**src/rtl/cpu_pkg.sv**
```systemverilog
// Shared CPU front-end definitions: thread count, widths, PC step and the
// fetch scheduler state encoding.
package cpu_pkg;
  localparam int unsigned NTHREADS = 4;
  localparam int unsigned THREAD_W = 2;
  localparam int unsigned XLEN     = 32;
  localparam logic [XLEN-1:0] PC_STEP = 32'd4;

  typedef enum logic {
    ST_IDLE = 1'b0,
    ST_REQ  = 1'b1
  } fetch_state_t;
endpackage

```
**src/rtl/rr_arbiter.sv**
```systemverilog
// Round-robin thread picker: starting one past the pointer, returns the first
// requesting thread. Purely combinational.
module rr_arbiter
  import cpu_pkg::*;
(
  input  logic [NTHREADS-1:0] req,
  input  logic [THREAD_W-1:0] ptr,
  output logic [THREAD_W-1:0] gnt,
  output logic                gnt_valid
);

  // Search ptr+1 .. ptr+NTHREADS (wrapping) and keep the first hit.
  always_comb begin
    logic [THREAD_W-1:0] idx;
    gnt       = '0;
    gnt_valid = 1'b0;
    idx       = '0;
    for (int i = 1; i <= int'(NTHREADS); i++) begin
      idx = ptr + THREAD_W'(i);
      if (!gnt_valid && req[idx]) begin
        gnt       = idx;
        gnt_valid = 1'b1;
      end
    end
  end

endmodule

```
**src/rtl/fetch_sched.sv**
```systemverilog
// Per-thread PC sequencer in front of FETCH. Issues one request at a time,
// round-robin over runnable threads, and hands returned words to decode
// through a single valid/ready slot. Redirects overwrite a thread's PC and
// squash any in-flight or buffered work belonging to that thread.
module fetch_sched
  import cpu_pkg::*;
#(
  parameter logic [XLEN-1:0] PC_RESET = 32'h0000_0000
) (
  input  logic                clk,
  input  logic                rst,
  input  logic [NTHREADS-1:0] thread_en,
  input  logic                redir_valid,
  input  logic [THREAD_W-1:0] redir_thread,
  input  logic [XLEN-1:0]     redir_pc,
  output logic                f_enable,
  output logic                write_mode,
  output logic [XLEN-1:0]     addr,
  output logic [XLEN-1:0]     data_i,
  output logic [THREAD_W-1:0] thread,
  input  logic [XLEN-1:0]     f_data,
  input  logic                ack,
  output logic                ins_valid,
  output logic [XLEN-1:0]     ins_data,
  output logic [THREAD_W-1:0] ins_thread,
  output logic [XLEN-1:0]     ins_pc,
  input  logic                ins_ready
);

  fetch_state_t        state, state_n;
  logic [XLEN-1:0]     pc   [NTHREADS];
  logic [XLEN-1:0]     pc_n [NTHREADS];
  logic [THREAD_W-1:0] ptr, ptr_n;
  logic                stale, stale_n;
  logic                f_enable_n;
  logic [XLEN-1:0]     addr_n;
  logic [THREAD_W-1:0] thread_n;
  logic                ins_valid_n;
  logic [XLEN-1:0]     ins_data_n;
  logic [THREAD_W-1:0] ins_thread_n;
  logic [XLEN-1:0]     ins_pc_n;

  logic [THREAD_W-1:0] gnt;
  logic                gnt_valid;
  logic                redir_hits_req;
  logic                redir_hits_slot;

  // The scheduler never writes memory.
  assign write_mode = 1'b0;
  assign data_i     = '0;

  assign redir_hits_req  = redir_valid && (redir_thread == thread);
  assign redir_hits_slot = redir_valid && (redir_thread == ins_thread);

  rr_arbiter u_arb (
    .req       (thread_en),
    .ptr       (ptr),
    .gnt       (gnt),
    .gnt_valid (gnt_valid)
  );

  // Next-state, request port, slot and PC array updates.
  always_comb begin
    state_n      = state;
    pc_n         = pc;
    ptr_n        = ptr;
    stale_n      = stale;
    f_enable_n   = f_enable;
    addr_n       = addr;
    thread_n     = thread;
    ins_valid_n  = ins_valid;
    ins_data_n   = ins_data;
    ins_thread_n = ins_thread;
    ins_pc_n     = ins_pc;

    // Slot empties when decode takes it, or when its thread is redirected.
    if (ins_valid && (ins_ready || redir_hits_slot)) begin
      ins_valid_n = 1'b0;
    end

    case (state)
      ST_IDLE: begin
        if ((!ins_valid || ins_ready) && gnt_valid) begin
          f_enable_n = 1'b1;
          addr_n     = pc[gnt];
          thread_n   = gnt;
          ptr_n      = gnt;
          state_n    = ST_REQ;
        end
      end
      ST_REQ: begin
        // FETCH cannot abort, so a redirect only marks the word for discard.
        if (redir_hits_req) begin
          stale_n = 1'b1;
        end
        if (ack) begin
          f_enable_n = 1'b0;
          stale_n    = 1'b0;
          state_n    = ST_IDLE;
          if (!stale && !redir_hits_req) begin
            ins_valid_n    = 1'b1;
            ins_data_n     = f_data;
            ins_thread_n   = thread;
            ins_pc_n       = addr;
            pc_n[thread]   = pc[thread] + PC_STEP;
          end
        end
      end
      default: state_n = ST_IDLE;
    endcase

    // Redirect is applied last so it wins over the post-fetch increment.
    if (redir_valid) begin
      pc_n[redir_thread] = {redir_pc[XLEN-1:2], 2'b00};
    end
  end

  // State register with synchronous reset.
  always_ff @(posedge clk) begin
    if (rst) begin
      state      <= ST_IDLE;
      ptr        <= THREAD_W'(NTHREADS - 1);
      stale      <= 1'b0;
      f_enable   <= 1'b0;
      addr       <= '0;
      thread     <= '0;
      ins_valid  <= 1'b0;
      ins_data   <= '0;
      ins_thread <= '0;
      ins_pc     <= '0;
      for (int i = 0; i < int'(NTHREADS); i++) begin
        pc[i] <= PC_RESET;
      end
    end else begin
      state      <= state_n;
      ptr        <= ptr_n;
      stale      <= stale_n;
      f_enable   <= f_enable_n;
      addr       <= addr_n;
      thread     <= thread_n;
      ins_valid  <= ins_valid_n;
      ins_data   <= ins_data_n;
      ins_thread <= ins_thread_n;
      ins_pc     <= ins_pc_n;
      pc         <= pc_n;
    end
  end

endmodule

```
**config.mk**
```make
export PLATFORM = sky130hd
export DESIGN_NAME = fetch_sched
export DESIGN_NICKNAME = d
export VERILOG_FILES = /design/src/rtl/cpu_pkg.sv /design/src/rtl/rr_arbiter.sv /design/src/rtl/fetch_sched.sv
export SDC_FILE = /design/constraint.sdc
export NUM_CORES = 1
export LEC_CHECK = 0
export CAP_MARGIN = 10
export CORE_MARGIN = 5
export CORE_UTILIZATION = 45
export CTS_CLUSTER_DIAMETER = 100
export DETAILED_ROUTE_END_ITERATION = 10
export PLACE_DENSITY = 0.75
export SLEW_MARGIN = 15
export SYNTH_ARGS = -nofsm -noshare
export SYNTH_HDL_FRONTEND = slang
export SYNTH_SLANG_ARGS = --single-unit
```
**constraint.sdc**
```tcl
create_clock -name clk -period 4.1 [get_ports clk]
set_input_delay 0.82 -clock clk [delete_from_list [all_inputs] [get_ports clk]]
set_output_delay 0.82 -clock clk [all_outputs]
set_load 0.01 [all_outputs]
```
# --- Word-level counts from Yosys, hierarchy flattened ---
# Index checks and enable logic that the tools add are counted.
word_totals:
  elab_cells: 102
  ramBits: 0
  mem_count: 0
  latchBits: 0
  ff_bits: 234
  mem_bits_ro: 0
op_classes:
  n_eq_ne: 4
  div: 0
  shift: 0
  n_lt_le_gt_ge: 9
  mul: 0
  n_reduce_logical: 23
  n_addsub: 4
  n_mux: 44
  bitwise_logic: 4
ops:
  columns: ["op", "n"]
  rows:
  - ["$mux 128", 4]
  - ["$bwmux 128", 2]
  - ["$mux 32", 6]
  - ["$bmux 32 s2", 2]
  - ["$demux 32 s2", 2]
  - ["$add 32x3->32 const B", 1]
  - ["$mux 1", 18]
  - ["$lt 2x3->1 const B", 4]
  - ["$logic_and 1x1->1", 10]
  - ["$ge 3x3->1 const B", 3]
  - ["$not 2->3", 3]
  - ["$bmux 1 s2", 4]
  - ["$mux 2", 4]
  - ["$logic_not 1->1", 6]
  - ["$lt 3x1->1 const B", 2]
  - ["$reduce_and 2->1", 3]
  - ["$add 2x2->2 const B", 2]
  - ["$eq 2x2->1", 2]
  - ["$ne 2x2->1 const B", 2]
  - ["$pmux 1 s2", 2]
  - ["$reduce_and 3->1", 1]
  - ["$add 2x1->2 const B", 1]
  - ["$logic_or 1x1->1", 2]
  - ["$reduce_bool 2->1", 1]
  - ["$not 1->1", 1]

# --- Longest topological paths before layout ---
# Gate-level depths: netlist of the first run.
logic_depth:
  ltp_word: 17
  depth_mapped: 12

# --- By module ---
# Synthesis of the first run repeated with hierarchy kept, for this count alone.
hier_totals:
  hier_cells: 1323
  area_unflattened_um2: 11340.9
by_module_without_submodules:
  columns: ["module", "cells_per_inst", "instances", "area_each_um2", "seq_area_each_um2"]
  rows:
  - ["fetch_sched", 1309, 1, 11249.5, 4684.5]
  - ["rr_arbiter", 14, 1, 91.3, 0.0]

# --- Worst setup path after synthesis of the first run ---
# OpenSTA, ideal clock, no wires.
synth_timing:
  path_type: "input to register"
  startpoint: "input port redir_thread[1]"
  endpoint: "register pc[119] (netlist bit)"
  arrival_ps: 2669
  required_ps: 3970
  setup_slack_ps: 1301
  path_stages: 9
  cell_sequence: "clkbuf_1 > xnor2_1 > a311o_1 > buf_2 > or3_1 > buf_2 > buf_6 > nor3_1 > o22ai_1"
synth_between:
  elab_chain_cells: 9
  elab_cells_between_ends: 15
  cone_classes: "order compare (2); eq/ne (1); mux (7); bitwise (1); reduce/logical (4)"
synth_rtl:
  columns: ["element", "line_no", "source"]
  rows:
  - ["from (decl)", "fetch_sched.sv:14", "input logic [THREAD_W-1:0] redir_thread,"]
  - ["branches (longest 8 deep; another with $ge 3x3->1)", null, null]
  - ["$mux 128 *", "fetch_sched.sv:113", "if (redir_valid) begin"]
  - ["to (signal assigned)", "fetch_sched.sv:145", "pc <= pc_n;"]
  - ["to (decl)", "fetch_sched.sv:31", "logic [XLEN-1:0] pc [NTHREADS];"]
# Mark *: on every way between the ends.
# A chain may end at the register's enable or synchronous reset.

# --- Worst setup path in the final report of the first run ---
layout_timing:
  startpoint: "register thread[0]"
  endpoint: "register pc[84] (netlist bit)"
layout_between:
  elab_chain_cells: 11
  elab_cells_between_ends: 20
  cone_classes: "add/sub (1); order compare (2); eq/ne (1); mux (11); bitwise (1); reduce/logical (4)"
layout_rtl:
  columns: ["element", "line_no", "source"]
  rows:
  - ["from (decl)", "fetch_sched.sv:20", "output logic [THREAD_W-1:0] thread,"]
  - ["from (signal assigned)", "fetch_sched.sv:140", "thread <= thread_n;"]
  - ["$not 2->3 (implied by the code)", "fetch_sched.sv:105", "pc_n[thread] = pc[thread] + PC_STEP;"]
  - ["$bmux 32 s2, or another cell as far along", "fetch_sched.sv:105", null]
  - ["$mux 32 (implied by the code) or $logic_and 1x1->1 (tied branches)", "fetch_sched.sv:105", null]
  - ["$mux 32 (implied by the code)", "fetch_sched.sv:105", null]
  - ["$add 32x3->32 or $demux 32 s2 (tied branches)", "fetch_sched.sv:105", null]
  - ["$bwmux 128", "fetch_sched.sv:105", null]
  - ["$mux 128 *", "fetch_sched.sv:100", "if (!stale && !redir_hits_req) begin"]
  - ["$mux 128 *", "fetch_sched.sv:96", "if (ack) begin"]
  - ["$mux 128 *", "fetch_sched.sv:81", "case (state)"]
  - ["$bwmux 128", "fetch_sched.sv:114", "pc_n[redir_thread] = {redir_pc[XLEN-1:2], 2'b00};"]
  - ["$mux 128 *", "fetch_sched.sv:113", null]
# Every way passes the cells marked *; elsewhere a longest branch is shown, timed or not. The select of a mux whose other input is x is not followed.

==> results.md, run 1 <==
- RSZ-0062 raised after global routing: false
- DRT iter0 DRCs: 1388
- Xor/xnor cell area share of the yosys netlist: between 1 and 1.5%
- Hpwl dp: between 20000 and 30000 um
- Yosys top cell by area: dfxtp_1
- Fin crit period: between 3 and 4 ns
- Gp weighted congestion: around 0.91
- Fillers: 2343
- Initial antenna violation count: 0
- Crit start category: flop
- Number of synthesized register bits: ~230
- Clk Latency, worst-skew pair: approximately 0.52 ns
- Pwr/cell area: 417 mW/mm2
- Pin count of the biggest net entering global routing: a little over 80
- Grt ovf: 0
- Fmax: 311 MHz
- Die Height: around 170 um
- Chip Width: between 150 and 200 um
- Final setup violation count: 0
- # resized after CTS: 0
- Placed Area: between 0.01 and 0.015 mm2
- CP Max Fanout: 17
- Vias in the first global route: 11100
- Worst clock skew: roughly 0.012 ns
- Sw Pwr: between 0.0015 and 0.002 W
- Setup_tns: 0 ns
- Port bufs: 174
- Cts bufs inserted: 26
- R2R cell count: 6
- CTS Hold Bufs: 0
- CTS Sinks: between 200 and 250
- Slew margin rel.: around 47%
- Max Slew Vio Count: 0
- Mux cell area share after synthesis: under 10%
- Final net count: between 1500 and 2000
- Hold Path Sink: pc[1]$_SDFF_PP0_
- Internal power: about 0.0044 W
- Netlist Area Pre-Place: approximately 0.012 mm2
- Worst EP arrival: approximately 3.6 ns
- Drt wl/cell: 20.2 um
- Syn. warnings: 0
- Final ANT Viol Nets: 0
- Worst reg-to-reg setup slack: about 0.89 ns
- Post-synth cell types: 69
- All-Layer GR Usage: roughly a quarter
- Worst-Margin Slew: around 0.8 ns
- Fin area: ~0.015 mm2
- Main combinational cell family by area after synthesis: simple AND/OR/NAND/NOR gates
- Postcts setup bufs: 0
- CTS root buf: clkbuf_16
- R2r endpoint: pc[84]$_SDFF_PP0_
- Crit end category: flop
- WP data required: 4.48 ns
- Post-synthesis adder-cell area fraction: less than 1%
- Hold Fails Final Rpt: 0
- Ys async rst share: 0%
- Logic pwr share: about a fifth
- Hold path depth: 1
- Prevailing post-synth register cell: dfxtp_1
- Avg Cell Area, Syn: 8.22 um2
- Vias: approximately 12000
- Clk pwr share: about two fifths
- Core box area: between 0.02 and 0.03 mm2
- Sequential share of the synthesized area: between 30 and 40%
- Die footprint: about 0.030 mm2
- Number of flops mapped to enable cells by yosys: 0
- Synth Instances: approximately 1500
- Run status: complete, no violations
- Hold Path Origin: pc[1]$_SDFF_PP0_
- Top cell type's share of synthesized area: between 30% and 40%
- Detailed Routing Iterations Pass 1: 6
- CTS tree: yes
- Simple-Gate Fraction of Synth Area: between 20% and 30%
- Worst Hold Class: reg -> reg
- First-pass GRT wire length: 61000 um
- Net Sw Frac: 28.5%
- Crit path kind: reg -> reg
- Max-capacitance violation count: 0
- DRC viols: 0
- P_leak: approximately 5.1 nW
- Row Count: between 50 and 60
- Period utilization: 78.4%
- DRT Wirelength: between 30000 and 40000 um
- Peak VDD IR: slightly below 0.3 mV
- Clk slew on worst S/H paths: approximately 0.060 ns
- Final setup margin: about 0.9 ns
- # IOs: 210
- Setup slack at placement: 0.599 ns
- Compound-Gate Fraction of Synth Area: 22.0%
- Util after Layout: roughly 57%
- Layout Area Growth over Synthesis: 23.5%
- Initial core utilization: a little under half
- Register share of total power: 41.3%
- Synth top area cells: dfxtp_1 (39%), nand2_1 (9.5%), a21oi_1 (5.4%)
- Clock buffer depth: 3
- Diodes inserted: 0
- Share of layout cells above drive strength 1: a little over 9%
- Reg-to-Reg Start: thread[0]$_SDFFE_PP0P_
- CTS H-tree depth: 1
- Vias/cell: about 6.1
-- per-stage QoR --
step | total power (W) | hold WS, ns | cells
finish | 0.00616 | 0.452 | 1931
global route | 0.00639 | 0.467 | 1931
CTS | 0.00618 | 0.454 | 1931
detailed placement | 0.00379 | 0.441 | 1885
global placement | 0.00377 | 0.434 | 1885
floorplan | 0.00331 | 0.421 | 1487
-- sequential cells by signal (all words and copies together), names as in the netlist --
name	count
addr	32
f_enable	1
ins_data	32
ins_pc	32
ins_thread	2
ins_valid	1
pc	128
ptr	2
stale	1
state	1
thread	2
-- area by class of cell --
cell class | count | area [um2] | share of cell area, %
multi-input cells | 1083 | 6570 | 44.4
flip-flops and latches | 234 | 4690 | 31.7
repair buffers | 226 | 2190 | 14.8
clock buffers | 41 | 808 | 5.47
well taps | 335 | 419 | 2.84
inverters | 7 | 26.3 | 0.178
clock inverters | 5 | 78.8 | 0.533
-- logic make-up (layout without fill, tap and decap cells) --
logic type / count (synthesis) / in the layout
compound gates: 405 / 405
other cells: 1 / 33
fa+ha+maj: 1 / 1
buf+inv: 170 / 279
flops: 234 / 234
xor+xnor: 18 / 18
simple gates: 587 / 587
mux: 39 / 39
-- how the worst max path moves through the flow --
| stage | start | end | slack (ns) | cells past startpoint |
|---|---|---|---|---|
| 6_report | thread[0]$_SDFFE_PP0P_ | pc[84]$_SDFF_PP0_ | 0.89 | 6 |
| 5_1_grt | thread[0]$_SDFFE_PP0P_ | pc[44]$_SDFF_PP0_ | 0.80 | 6 |
| 4_1_cts | thread[0]$_SDFFE_PP0P_ | pc[116]$_SDFF_PP0_ | 0.98 | 6 |
| 3_5_place_dp | redir_thread[1] | pc[118]$_SDFF_PP0_ | 0.60 | 7 |
| 3_3_place_gp | redir_thread[1] | pc[116]$_SDFF_PP0_ | 0.66 | 7 |
| 2_1_floorplan | redir_thread[1] | pc[119]$_SDFF_PP0_ | 1.30 | 9 |
-- cells in the final DEF (no fill, tap or decap), drive strengths merged, types with 17 or more instances in the layout --
cell and instances:
a21oi 129, a211oi 34, mux4 30, nand2 303, and3 34, nor2 78, clkbuf 41, nand2b 36
dfxtp 234, clkdlybuf4s50 173, nor3 46, o21ai 70, o22ai 66, nor4 17, buf 53, conb 33
a311o 33
-- power groups by stage --
stage	combinational, W	clock [W]	sequential (W)
floorplan	0.000742	0	0.00257
global placement	0.00118	0	0.00258
detailed placement	0.00120	0	0.00259
CTS	0.00121	0.00243	0.00254
global route	0.00131	0.00252	0.00256
finish	0.00122	0.00240	0.00255
-- routing by layer --
metal	global-route usage (%)	vias to the layer above	wire [um]
met5	0	-	0
met1	31.4	5502	14800
met3	3.56	146	3760
met4	10.5	0	1650
li1	-	5455	-
met2	41.9	695	18800
-- cells in the mapped netlist (4+ instances only) --
| library cell | instances |
|---|---|
| o21ai_0 | 69 |
| mux4_1 | 8 |
| nor3b_1 | 7 |
| o211ai_1 | 16 |
| dfxtp_1 | 234 |
| a21oi_1 | 129 |
| o31a_1 | 7 |
| a221oi_1 | 4 |
| nand2b_1 | 36 |
| buf_2 | 16 |
| nand3_1 | 12 |
| nor4_1 | 9 |
| mux2i_1 | 8 |
| nor3_1 | 45 |
| a311oi_1 | 5 |
| nand2_1 | 303 |
| o31ai_1 | 4 |
| a311o_1 | 33 |
| a211o_1 | 9 |
| buf_4 | 38 |
| nor2_1 | 78 |
| buf_6 | 4 |
| nor4_2 | 7 |
| o21a_1 | 4 |
| nand4_1 | 13 |
| or3_1 | 5 |
| clkbuf_1 | 99 |
| and2_1 | 12 |
| xor2_1 | 7 |
| mux4_2 | 21 |
| and4_1 | 6 |
| o32ai_1 | 16 |
| a211oi_1 | 34 |
| inv_1 | 7 |
| and3_1 | 34 |
| o22ai_1 | 65 |
| xnor2_1 | 11 |
-- critical path: stages, from the launching register on --
cell and delay (ns):
dfxtp_2 0.72, mux4_1 0.55, and4_1 0.53, nand3_1 0.46, o31a_1 0.44, o31ai_1 0.26
o22ai_1 0.11
No activity file was read; power rests on OpenSTA's default activity.
==> run 2, diff against run 1 <==
PLACE_DENSITY = 0.78   (was 0.75)
clock period = 2.9 ns   (was 4.1 ns; I/O delays follow)
==> results.md, run 2 (synthesized netlist as in run 1, its figures left out) <==
- Run status: complete, no violations
- Fin crit period: 2.67 ns (-0.541 ns)
- Fillers: 2258 (-3.6%)
- Die footprint: 0.0299 mm2 (unchanged)
- Gp weighted congestion: 0.944 (+4.0%)
- Net Sw Frac: 29.3% (+0.81 points)
- Diodes inserted: 0 (unchanged)
- Worst Hold Class: reg -> reg
- Clk slew on worst S/H paths: 0.06 ns (about the same)
- Internal power: 0.00613 W (+39%)
- Clock buffer depth: 3 (unchanged)
- Worst EP arrival: 3.10 ns (-0.50 ns)
- Hold Slack: 0.453 ns (+0.000862 ns)
- Slew margin rel.: 59.3% (+12 points)
- # IOs: 210 (unchanged)
- Max-capacitance violation count: 0 (unchanged)
- DRT Wirelength: 39700 um (+1.8%)
- Biggest register: pc
- Vias: 12000 (+2.0%)
- Setup_tns: 0 ns (unchanged)
- First-pass GRT wire length: 62300 um (+2.1%)
- Clk Latency, worst-skew pair: 0.53 ns (about the same)
- Drt wl/cell: 20.2 um (about the same)
- Commonest non-fill, non-tap cell in the layout: nand2_1
- All-Layer GR Usage: 25.0% (+0.37 points)
- Vias/cell: 6.12 (+0.22%)
- Initial core utilization: 45.8% (unchanged)
- Crit end category: flop
- Metal2 WL: 19200 um (+1.8%)
- Clk pwr share: 37.6% (-1.3 points)
- Core box area: 0.0261 mm2 (unchanged)
- Most frequent cells in the layout: nand2_1 (301), dfxtp_1 (233), clkdlybuf4s50_1 (173)
- CP max stage delay: 0.56 ns (-0.16 ns)
- Critical Path Most Common Cell: buf_4
- Period utilization: 92.2% (+14 points)
- Chip Width: 173 um (unchanged)
- Final net count: 1690 (+2.2%)
- Hpwl dp: 26800 um (+4.6%)
- Met1 WL: 14700 um (-0.27%)
- Final ANT Viol Nets: 0 (unchanged)
- CTS Sinks: 234 (unchanged)
- Vias in the first global route: 11700 (+6.2%)
- Worst reg-to-reg setup slack: 0.23 ns (-0.66 ns)
- Worst clock skew: 0.0213 ns (+0.00972 ns)
- Crit start category: flop
- Peak VDD IR: 0.411 mV (+39%)
- CP Buf/Inv Count: 3 (+3)
- Number of flip-flops in the largest register: 128 (unchanged)
- CTS H-tree depth: 1 (unchanged)
- Hold Fails Final Rpt: 0 (unchanged)
- Critical-path top delay cell: mux4_2
- CTS root buf: clkbuf_16
- Register share of total power: 41.3% (about the same)
- CTS tree: yes
- Fmax: 374 MHz (+20%)
- DRC viols: 0 (unchanged)
- Crit path cell chain: buf_4 > buf_4 > mux4_2 > and2_4 > nand2_1 > buf_4 > o31a_1 > nor3_1 > nor4_1
- Worst-Margin Slew: 0.605 ns (-0.192 ns)
- RSZ-0062 raised after global routing: false
- Max Slew Vio Count: 0 (unchanged)
- Initial antenna violation count: 0 (unchanged)
- P_leak: 5.31 nW (+3.7%)
- Pwr/cell area: 573 mW/mm2 (+37%)
- Cell family with most CP delay: simple AND/OR/NAND/NOR gates
- Crit path kind: reg -> reg
- WP data required: 3.33 ns (-1.15 ns)
- Detailed Routing Iterations Pass 1: 6 (unchanged)
- CP Max Fanout: 14 (-3)
- Met3 wire len: 3620 um (-3.6%)
- Share of layout cells above drive strength 1: 11.5% (+2.3 points)
- Final setup violation count: 0 (unchanged)
- Sw Pwr: 0.00254 W (+45%)
- Logic pwr share: 21.1% (+1.3 points)
- Highest Signal Layer: met4
- DRT iter0 DRCs: 1049 (-24%)
- Grt ovf: 0 (unchanged)
- Layout Area Growth over Synthesis: 26.4%
- Port bufs: 174 (unchanged)
- Cts bufs inserted: 25 (-3.8%)
- Pin count of the biggest net entering global routing: 58 (-28%)
- Row Count: 59 (unchanged)
- Die Height: 173 um (unchanged)
[run 2: cell types whose count changed in the layout (fill, tap and decap cells not counted), sizes merged]
cell | before | now
buf | 53 | 90
clkbuf | 41 | 32
clkinv | 3 | 8
clkinvlp | 0 | 1
inv | 7 | 8
[run 2: through the flow]
stage          instances  instance area, um2  total power [W]  setup slack (ns)  utilization, %
5_1_grt             1966               15100          0.00897            0.0626            57.9
6_report            1966               15100          0.00867             0.227            57.9
3_3_place_gp        1922               14300          0.00540             0.166            54.6
4_1_cts             1966               15100          0.00868             0.115            57.8
2_1_floorplan       1487               12100          0.00469             0.219               -
3_5_place_dp        1922               14300          0.00544             0.110            54.6
[run 2: power groups by stage]
| stage | logic (W) | clock network, W | registers, W |
|---|---|---|---|
| finish | 0.00183 | 0.00326 | 0.00358 |
| global route | 0.00195 | 0.00342 | 0.00360 |
| CTS | 0.00180 | 0.00330 | 0.00358 |
| detailed placement | 0.00179 | 0 | 0.00365 |
| global placement | 0.00176 | 0 | 0.00364 |
| floorplan | 0.00105 | 0 | 0.00364 |
[run 2: worst reg2reg max path, cell delays in order (launching register included)]
cell and delay, ns:
dfxtp_4 0.52, buf_4 0.20, buf_4 0.20, mux4_2 0.56
and2_4 0.22, nand2_1 0.09, buf_4 0.17, o31a_1 0.23
nor3_1 0.08, nor4_1 0.32
[run 2: cell type report]
cell class              instances  area, um2  share of cell area (%)
multi-input cells            1083       6570                    43.5
flip-flops and latches        234       4690                    31.0
repair buffers                263       2580                    17.1
clock buffers                  32        712                    4.71
well taps                     335        419                    2.77
clock inverters                12        124                   0.819
inverters                       7       26.3                   0.174
[run 2: what timing repair did]
item	in CTS	in global routing
buffers inserted	0	0
hold endpoints to repair	0	0
hold buffers	0	0
resized for setup	0	2
endpoints found under the setup margin	0	22
[run 2: path summary, 6_finish.rpt]
path                                start                 endpoint  depth (start not counted)
setup / recovery   thread[0]$_SDFFE_PP0P_       pc[117]$_SDFF_PP0_                          9
hold / removal    ins_pc[15]$_SDFFE_PP0P_  ins_pc[15]$_SDFFE_PP0P_                          2
setup reg to reg   thread[0]$_SDFFE_PP0P_       pc[117]$_SDFF_PP0_                          9
hold reg to reg   ins_pc[15]$_SDFFE_PP0P_  ins_pc[15]$_SDFFE_PP0P_                          2
[run 2: layer usage]
| layer | GRT usage, % | up-vias |
|---|---|---|
| met2 | 43.1 | 690 |
| met4 | 13.0 | 0 |
| met5 | 0 | - |
| met1 | 30.1 | 5644 |
| li1 | - | 5529 |
| met3 | 4.06 | 175 |
==> run 3, diff against run 2 <==
CORE_MARGIN = default   (was 5)
CTS_BUF_LIST = sky130_fd_sc_hd__clkbuf_8   (was default)
==> results.md, run 3 (synthesized netlist as in run 1, its figures left out) <==
- Gp weighted congestion: 0.910 (-3.7%)
- Net Sw Frac: 30.6% (+1.3 points)
- Biggest register: pc
- Pwr/cell area: 565 mW/mm2 (-1.5%)
- Met1 global-route usage: 34.4% (+4.3 points)
- M3 GR Usage: 4.32% (+0.26 points)
- Row Count: 59 (unchanged)
- Final ANT Viol Nets: 0 (unchanged)
- Sw Pwr: 0.00258 W (+1.4%)
- Worst-Margin Slew: 1.05 ns (+0.448 ns)
- Postcts setup bufs: 0 (unchanged)
- DRT iter0 DRCs: 1169 (+11%)
- Most used routing layer: met2
- Die footprint: 0.0272 mm2 (-9.0%)
- Fin area: 0.0149 mm2 (-1.4%)
- CTS root buf: clkbuf_8
- Worst Hold Class: in -> reg
- Setup slack at placement: 0.0624 ns (-0.0473 ns)
- CTS H-tree depth: 2 (+1)
- Clk Latency, worst-skew pair: 0.56 ns (+0.03 ns)
- All-Layer GR Usage: 27.9% (+2.9 points)
- Initial core utilization: 45.9% (+0.13 points)
- Vias/cell: 6.16 (+0.54%)
- Detailed Routing Iterations Pass 1: 6 (unchanged)
- Crit start category: flop
- Commonest non-fill, non-tap cell in the layout: nand2_1
- Vias: 12200 (+1.0%)
- WP data required: 3.37 ns (+0.04 ns)
- Clk pwr share: 36.2% (-1.4 points)
- First-pass GRT wire length: 60000 um (-3.6%)
- Util after Layout: 57.2% (-0.62 points)
- DRC viols: 0 (unchanged)
- Initial antenna violation count: 0 (unchanged)
- Hold Fails Final Rpt: 0 (unchanged)
- Max Slew Vio Count: 0 (unchanged)
- DRT Wirelength: 39200 um (-1.3%)
- Core box area: 0.0261 mm2 (-0.28%)
- Final net count: 1687 (-0.18%)
- Worst clock skew: 0.0218 ns (+0.000544 ns)
- Period utilization: 94.1% (+1.9 points)
- RSZ-0062 raised after global routing: false
- Fin cells: 1976 (+0.51%)
- CP Max Fanout: 40 (+26)
- Layout Area Growth over Synthesis: 24.7%
- Grt ovf: 0 (unchanged)
- Max-capacitance violation count: 0 (unchanged)
- # resized after CTS: 0 (unchanged)
- Crit end category: flop
- Clk slew on worst S/H paths: 0.06 ns (about the same)
- Crit path kind: reg -> reg
- Cts bufs inserted: 40 (+60%)
- Share of layout cells above drive strength 1: 11.4% (-0.070 points)
- Number of flip-flops in the largest register: 128 (unchanged)
- # IOs: 210 (unchanged)
- Vias in the first global route: 11500 (-1.9%)
- Final setup margin: 0.172 ns (-0.0552 ns)
- Port bufs: 174 (unchanged)
- Run status: complete, no violations
- Chip Width: 165 um (-4.6%)
- Fin crit period: 2.73 ns (+0.0552 ns)
- Slew margin rel.: 29.9% (-29 points)
- Logic pwr share: 21.4% (+0.3 points)
- Setup_tns: 0 ns (unchanged)
- Pin count of the biggest net entering global routing: 97 (+67%)
- Fmax: 367 MHz (-2.0%)
- Drt wl/cell: 19.8 um (-1.8%)
- Peak VDD IR: 0.356 mV (-14%)
- M2 GR Usage: 46.3% (+3.2 points)
- CTS Hold Bufs: 0 (unchanged)
- P_leak: 5.26 nW (-0.91%)
- Clock buffer depth: 3 (unchanged)
- CTS Sinks: 234 (unchanged)
- Most frequent cells in the layout: nand2_1 (301), dfxtp_1 (233), clkdlybuf4s50_1 (173)
- Worst EP arrival: 3.20 ns (+0.10 ns)
- Register share of total power: 42.4% (+1.1 points)
- Internal power: 0.00585 W (-4.6%)
- Hpwl dp: 24800 um (-7.7%)
- Diodes inserted: 0 (unchanged)
- CTS tree: yes
- Final setup violation count: 0 (unchanged)
- Die Height: 165 um (-4.6%)
- Number of cells after detailed placement: 1904 (-0.94%)
- Placed Area: 0.0141 mm2 (-1.3%)
-- run 3: changes by cell type in the layout (fill, tap and decap cells not counted), sizes merged --
cell / delta
clkinvlp: -1
inv: +10
buf: -18
clkinv: -1
clkbuf: +22
bufinv: -2
-- run 3: final timing paths --
check,start,end,slack [ns],cells after the start
worst max-delay path,thread[1]$_SDFFE_PP0P_,pc[115]$_SDFF_PP0_,0.17,8
worst min-delay path,rst,pc[38]$_SDFF_PP0_,0.42,2
worst max register to register,thread[1]$_SDFFE_PP0P_,pc[115]$_SDFF_PP0_,0.17,8
worst min register to register,ins_pc[27]$_SDFFE_PP0P_,ins_pc[27]$_SDFFE_PP0P_,0.45,2
-- run 3: metal layers --
layer	vias to the layer above	wire (um)
li1	5519	-
met1	5717	14700
met2	769	18900
met3	159	3880
met4	0	1760
met5	-	0
-- run 3: power groups by stage --
stage / combinational, W / sequential [W] / clock, W
final: 0.00180 / 0.00357 / 0.00305
after global routing: 0.00191 / 0.00359 / 0.00323
after CTS: 0.00177 / 0.00357 / 0.00308
after detailed placement: 0.00176 / 0.00363 / 0
after global placement: 0.00173 / 0.00362 / 0
after floorplan: 0.00105 / 0.00364 / 0
-- run 3: layout make-up --
class / count / area (um2)
clock buffers: 54 / 743
well taps: 335 / 419
repair buffers: 245 / 2400
fillers: 2295 / 11100
multi-input cells: 1083 / 6570
clock inverters: 18 / 81.3
flip-flops and latches: 234 / 4690
inverters: 7 / 26.3
-- run 3: metrics by stage --
step,hold slack (ns),power (W)
after floorplan,0.421,0.00469
final,0.423,0.00842
after CTS,0.410,0.00841
after detailed placement,0.443,0.00539
after global routing,0.447,0.00874
after global placement,0.437,0.00535
-- run 3: critical path, cell delays in order (launching register included) --
cell and delay [ns]:
dfxtp_1 0.35, buf_12 0.28, mux4_2 0.33, and4_1 0.36, nand2_1 0.24, buf_4 0.23
nor4_1 0.56, nor3_1 0.10, o22ai_1 0.18
